`config.mk`:
```
export PLATFORM = sky130hd
export DESIGN_NAME = inv_shot_sched
export DESIGN_NICKNAME = d
export VERILOG_FILES = /design/src/rtl/inv_pkg.sv /design/src/rtl/inv_shot_sched_rr_pointer.sv /design/src/rtl/inv_shot_sched.sv
export SDC_FILE = /design/constraint.sdc
export NUM_CORES = 1
export LEC_CHECK = 0
export CORE_UTILIZATION = 45
export DETAILED_ROUTE_END_ITERATION = 8
export PLACE_DENSITY = 0.7
export SYNTH_ARGS = -nofsm -noshare
export SYNTH_HDL_FRONTEND = slang
export SYNTH_SLANG_ARGS = --single-unit
```
`constraint.sdc`:
```
create_clock -name s_clk -period 4 [get_ports s_clk]
set_input_delay 1.2 -clock s_clk [delete_from_list [all_inputs] [get_ports s_clk]]
set_output_delay 1.2 -clock s_clk [all_outputs]
set_load 0.01 [all_outputs]
```
`src/rtl/inv_pkg.sv`:
```
// Shared definitions for the invader shot scheduler: sizes, state encoding
// and the level-to-cooldown table.
package inv_pkg;

    localparam int N_INV = 24;
    localparam int IDX_W = 5;
    localparam int CD_W  = 6;

    localparam logic [IDX_W-1:0] LAST_IDX = IDX_W'(N_INV - 1);

    typedef enum logic [2:0] {
        ST_IDLE,
        ST_COOLDOWN,
        ST_SEARCH,
        ST_FIRE,
        ST_WAIT
    } state_e;

    // Levels 1..5 are playable; anything else means "no firing".
    function automatic logic level_ok(input logic [2:0] level);
        return (level >= 3'd1) && (level <= 3'd5);
    endfunction

    // Frames between shots: 56 - 8*level (48/40/32/24/16).
    function automatic logic [CD_W-1:0] cd_frames(input logic [2:0] level);
        if (level_ok(level)) begin
            return CD_W'(56) - CD_W'({level, 3'b000});
        end
        return '0;
    endfunction

endpackage

```
`src/rtl/inv_shot_sched_rr_pointer.sv`:
```
// Wrapping round-robin pointer over N slots with clear/load/advance.
// Priority: clear, then load, then advance.
module rr_pointer
    import inv_pkg::*;
#(
    parameter int N = N_INV,
    parameter int W = IDX_W
) (
    input  logic         clk,
    input  logic         rst_n,
    input  logic         clear_i,
    input  logic         load_i,
    input  logic [W-1:0] load_val_i,
    input  logic         advance_i,
    output logic [W-1:0] ptr_o
);

    logic [W-1:0] ptr_q;
    logic [W-1:0] ptr_d;

    // Next pointer value, wrapping from N-1 back to 0 on advance.
    always_comb begin
        ptr_d = ptr_q;
        if (clear_i) begin
            ptr_d = '0;
        end else if (load_i) begin
            ptr_d = load_val_i;
        end else if (advance_i) begin
            ptr_d = (ptr_q == W'(N - 1)) ? '0 : ptr_q + W'(1);
        end
    end

    // Pointer register.
    always_ff @(posedge clk or negedge rst_n) begin
        if (!rst_n) begin
            ptr_q <= '0;
        end else begin
            ptr_q <= ptr_d;
        end
    end

    assign ptr_o = ptr_q;

endmodule

```
`src/rtl/inv_shot_sched.sv`:
```
// Round-robin enemy shot scheduler: waits a level-dependent number of
// frames, scans the live-invader mask from the rotation pointer and offers
// the chosen invader to the bullet unit.
//
// Handshake fire_req/fire_ack: fire_req acts as valid and fire_ack as a
// one-cycle accept. While fire_req is high, fire_idx is held stable; the
// transfer happens on the edge that samples fire_ack high, and fire_req is
// low from that edge on. fire_req may also be withdrawn without an accept
// if the offered invader dies first; an ack in that same cycle still wins.
module inv_shot_sched
    import inv_pkg::*;
(
    input  logic             s_clk,
    input  logic             rst,
    input  logic             lvl_start,
    input  logic [2:0]       level,
    input  logic [N_INV-1:0] inv_en,
    input  logic             frame_tick,
    input  logic             fire_ack,
    input  logic             shot_active,
    output logic             fire_req,
    output logic [IDX_W-1:0] fire_idx,
    output logic             busy,
    output state_e           dbg_state_o
);

    state_e           state_q, state_d;
    logic [CD_W-1:0]  cd_q, cd_d;
    logic [IDX_W-1:0] miss_q, miss_d;
    logic             wait_first_q, wait_first_d;
    logic             fire_req_q, fire_req_d;
    logic [IDX_W-1:0] fire_idx_q, fire_idx_d;

    logic [IDX_W-1:0] ptr;
    logic             ptr_clear;
    logic             ptr_load;
    logic [IDX_W-1:0] ptr_load_val;
    logic [IDX_W:0]   scan_sum;
    logic [IDX_W-1:0] scan_idx;
    logic             run_ok;

    assign run_ok = lvl_start && level_ok(level);

    rr_pointer #(.N(N_INV), .W(IDX_W)) u_ptr (
        .clk        (s_clk),
        .rst_n      (rst),
        .clear_i    (ptr_clear),
        .load_i     (ptr_load),
        .load_val_i (ptr_load_val),
        .advance_i  (1'b0),
        .ptr_o      (ptr)
    );

    // Index under examination this SEARCH cycle: pointer + misses, mod N_INV.
    always_comb begin
        scan_sum = {1'b0, ptr} + {1'b0, miss_q};
        scan_idx = scan_sum[IDX_W-1:0];
        if (scan_sum >= (IDX_W + 1)'(N_INV)) begin
            scan_idx = scan_sum[IDX_W-1:0] - IDX_W'(N_INV);
        end
    end

    // Next-state logic for the FSM, cooldown counter, scan counter and grant.
    always_comb begin
        state_d      = state_q;
        cd_d         = cd_q;
        miss_d       = miss_q;
        wait_first_d = 1'b0;
        fire_idx_d   = fire_idx_q;
        ptr_clear    = 1'b0;
        ptr_load     = 1'b0;
        ptr_load_val = (scan_idx == LAST_IDX) ? '0 : scan_idx + IDX_W'(1);

        if (!run_ok) begin
            state_d   = ST_IDLE;
            cd_d      = '0;
            miss_d    = '0;
            ptr_clear = 1'b1;
        end else begin
            case (state_q)
                ST_IDLE: begin
                    cd_d    = cd_frames(level);
                    state_d = ST_COOLDOWN;
                end
                ST_COOLDOWN: begin
                    if (frame_tick) begin
                        if (cd_q == '0) begin
                            state_d = ST_SEARCH;
                            miss_d  = '0;
                        end else begin
                            cd_d = cd_q - CD_W'(1);
                        end
                    end
                end
                ST_SEARCH: begin
                    if (inv_en[scan_idx]) begin
                        fire_idx_d = scan_idx;
                        ptr_load   = 1'b1;
                        miss_d     = '0;
                        state_d    = ST_FIRE;
                    end else if (miss_q == LAST_IDX) begin
                        // Whole ring empty: back off, pointer untouched.
                        cd_d    = cd_frames(level);
                        miss_d  = '0;
                        state_d = ST_COOLDOWN;
                    end else begin
                        miss_d = miss_q + IDX_W'(1);
                    end
                end
                ST_FIRE: begin
                    if (fire_ack) begin
                        wait_first_d = 1'b1;
                        state_d      = ST_WAIT;
                    end else if (!inv_en[fire_idx_q]) begin
                        // Target died; pointer already sits just past it.
                        miss_d  = '0;
                        state_d = ST_SEARCH;
                    end
                end
                ST_WAIT: begin
                    // shot_active lags the ack by one cycle, so skip cycle one.
                    if (!wait_first_q && !shot_active) begin
                        cd_d    = cd_frames(level);
                        state_d = ST_COOLDOWN;
                    end
                end
                default: begin
                    state_d = ST_IDLE;
                end
            endcase
        end

        fire_req_d = (state_d == ST_FIRE);
    end

    // State and datapath registers.
    always_ff @(posedge s_clk or negedge rst) begin
        if (!rst) begin
            state_q      <= ST_IDLE;
            cd_q         <= '0;
            miss_q       <= '0;
            wait_first_q <= 1'b0;
            fire_req_q   <= 1'b0;
            fire_idx_q   <= '0;
        end else begin
            state_q      <= state_d;
            cd_q         <= cd_d;
            miss_q       <= miss_d;
            wait_first_q <= wait_first_d;
            fire_req_q   <= fire_req_d;
            fire_idx_q   <= fire_idx_d;
        end
    end

    assign fire_req    = fire_req_q;
    assign fire_idx    = fire_idx_q;
    assign busy        = (state_q != ST_IDLE);
    assign dbg_state_o = state_q;

endmodule

```
==> results.md <==
- Max cap viols: 0
- CTS clk-pin slew, worst paths: 0.09 ns
- Pleak: approximately 0.0012 µW
- Synth Cell Area: ~2400 µm²
- CTS tree: built
- Share of cells above drive strength 1: a little over an eighth
- DIE AREA: 5737 µm²
- Crit-path cells: ha_1, inv_1, fa_1, nor2b_4, o211a_1, a211oi_2, mux2_4, mux2_4, nor2_4, mux2_1
- Post-route ant nets: 0
- Max transition margin: about 58%
- Worst Tran Pin Value: between 0.6 and 0.7 ns
- Area growth, synth to finish: 20.04%
- Final worst path period share: a little over 80%
- CP max-delay cell: a211oi_2
- Setup_tns: 0 ns
- Crit path capture type: register
- CP required: between 4 and 5 ns
- Worst Path Buf+Inv: 1
- Status: completed
- GR Layer Usage met2: between 30% and 40%
- Final clock skew: between 0.004 and 0.005 ns
- Final GP Congestion: ~0.8
- Synth area leader: dfrtp_1
- GR Util met1: 29.56%
- Largest net degree at the start of global routing: 27
- Setup Fix Bufs, Post-CTS: 0
- First-pass GRT wire length: 9.059 mm
- Crit-path max FO: 13
- Pwr/cell area: between 200 and 250 nW/µm²
- Initial Util: 47.31%
- Num rows: 26
- CP top delay family: multiplexers
- Antenna diode instance count: 0
- Fin. Hold Viols: 0
- CTS root buf: clkbuf_8
- Avg WL per Cell: 15.51 µm
- Top_reg_cell synth: dfrtp_1
- Final WL: roughly 5.6 mm
- Maximum VDD drop: 0.1682 mV
- Area of the core: 5172 µm²
- Post-synth ARST share: 100.0%
- Hold Path Class: reg -> reg
- Critical path arrival: between 3 and 4 ns
- RSZ-0062 raised after global routing: false
- Die Width: 75.75 µm
- Htree depth: 1
- Detail Placement HPWL: 4.147 mm
- Cts-stage hold buffer count: 0
- Io pins: between 40 and 50
- Maximum clock path buffer count: 2
- Synth cell types: 65
- Top-area cell type share of the netlist area: roughly a quarter
- Pre-antenna DRT Iters: 4
- PortBufs: 42
- Resized cells post-CTS: 0
- Via/cell ratio: just under 6
- Chip height: 75.75 µm
- Max incr delay on CP: slightly below 0.5 ns
- Iter 0 DRT Violations: 144
- Min cycle time layout: 3.310 ns
- Critical path type: reg -> reg
- GRT overflow: 0
- Fillers: 472
- Fmax: ~300 MHz
- Final net count: around 330
- Tot GR Track Use: slightly above 20%
- Finished Core Util: about 57%
- Crit start category: register
- Max Slew Vio Count: 0
- CTS buffer count: 3
- GRT busiest layer: met2
- Top cells by area, synth: dfrtp_1 27%, mux4_2 8.3%, ha_1 5.1%
- Sink Count: 26
- Syn Nets: about 300
- Syn Area/Cell: just under 10 µm²
- Vias in the first global route: about 1900
- Post-synth top cells: 26 x dfrtp_1, 25 x nand2_1, 17 x a21oi_1, 17 x nor2_1, 14 x o21ai_0
- Power Total: 674.1 µW
- Antenna violations before repair: 0
- Worst path most repeated cell: mux2_4
- Clk Latency, worst-skew pair: 0.28 ns
- Post-Synthesis Cells: 253
- Endpoints failing setup: 0
- DRC Markers: 0
- Total vias in the final route: between 2000 and 2500
- Ys Warns: 0
- Post-synth EDFFs: 0
- Count leader, synth: dfrtp_1
- Seq/Total Area, Yosys: between 20% and 30%
- Met3 Use GR: ~3.8%
- Yosys reg bits: 26
## final timing paths
kind / from / end / slack (ns) / cells after the start
hold / removal: u_ptr.ptr_o[0] / u_ptr.ptr_o[0] / 0.57 / 2
min in group asynchronous: rst / dbg_state_o[2] / 1.29 / 2
max in group asynchronous: rst / fire_idx[3] / 2.46 / 2
setup / recovery: miss_q[0] / fire_idx[0] / 0.69 / 10
hold reg to reg: u_ptr.ptr_o[0] / u_ptr.ptr_o[0] / 0.57 / 2
setup reg to reg: miss_q[0] / fire_idx[0] / 0.69 / 10
## cell type report
class                      count  area, µm²  area share (%)
multi-input combinational    203       1668           56.77
sequential                    26      650.6           22.15
clock buffer                   4      55.05           1.874
tap                           70      87.58           2.981
inverter                      11      41.29           1.405
timing repair buffer          44      435.4           14.82
## kinds of logic (layout without fill, tap and decap cells)
group / count (synthesis) / in the layout / synth area share [%]
compound gates: 68 / 68 / 20.71
xor+xnor: 4 / 4 / 1.432
fa+ha+maj: 11 / 11 / 5.931
buf+inv: 24 / 59 / 5.266
flops: 26 / 26 / 26.58
mux: 26 / 26 / 18.61
simple gates: 94 / 94 / 21.47
## per-layer routing
metal  part of all wire, %  vias to the layer above
met4                   1.1                        0
met5                     0                        -
met1                    49                     1018
met2                    47                       50
li1                      -                     1039
met3                   3.3                        6
## tightest hold or removal path, delay by kind of cell, from the launching register on
family	cells	cell delay (ns)
AO/OA/AOI/OAI	2	0.14
flip-flops	1	0.39
## power by group
part,internal [µW],total (µW),switching [µW]
Clock,88.2,174,85.8
Combinational,106,208,101
Sequential,275,293,17.3
Total,470,674,204
## sequential cells by signal, summed over array words and instances (netlist names)
name and count:
cd_q 6, fire_idx 5, miss_q 5, u_ptr.ptr_o 5, dbg_state_o 3, fire_req 1, wait_first_q 1
## through the flow
stage | instances | setup WS (ns) | hold slack, ns | cell area, µm²
floorplan | 253 | 1.085 | 0.4990 | 2447
global placement | 354 | 0.4984 | 0.5346 | 2883
detailed placement | 354 | 0.4484 | 0.5522 | 2883
CTS | 358 | 0.6766 | 0.5633 | 2938
global route | 358 | 0.4832 | 0.5872 | 2938
finish | 358 | 0.6900 | 0.5653 | 2938
## layout by cell type, fill, tap and decap left out, drive strengths merged, types with 5 or more instances in the layout
cell / Yosys / final
inv: 11 / 11
ha: 10 / 10
a21oi: 19 / 19
mux2i: 8 / 8
clkdlybuf4s50: 0 / 42
or3: 5 / 5
mux2: 5 / 5
mux4: 13 / 13
dfrtp: 26 / 26
o21ai: 17 / 17
nand3: 8 / 8
nor3: 8 / 8
nor2: 21 / 21
nand2: 25 / 25
(Power assumes the default switching activity.)
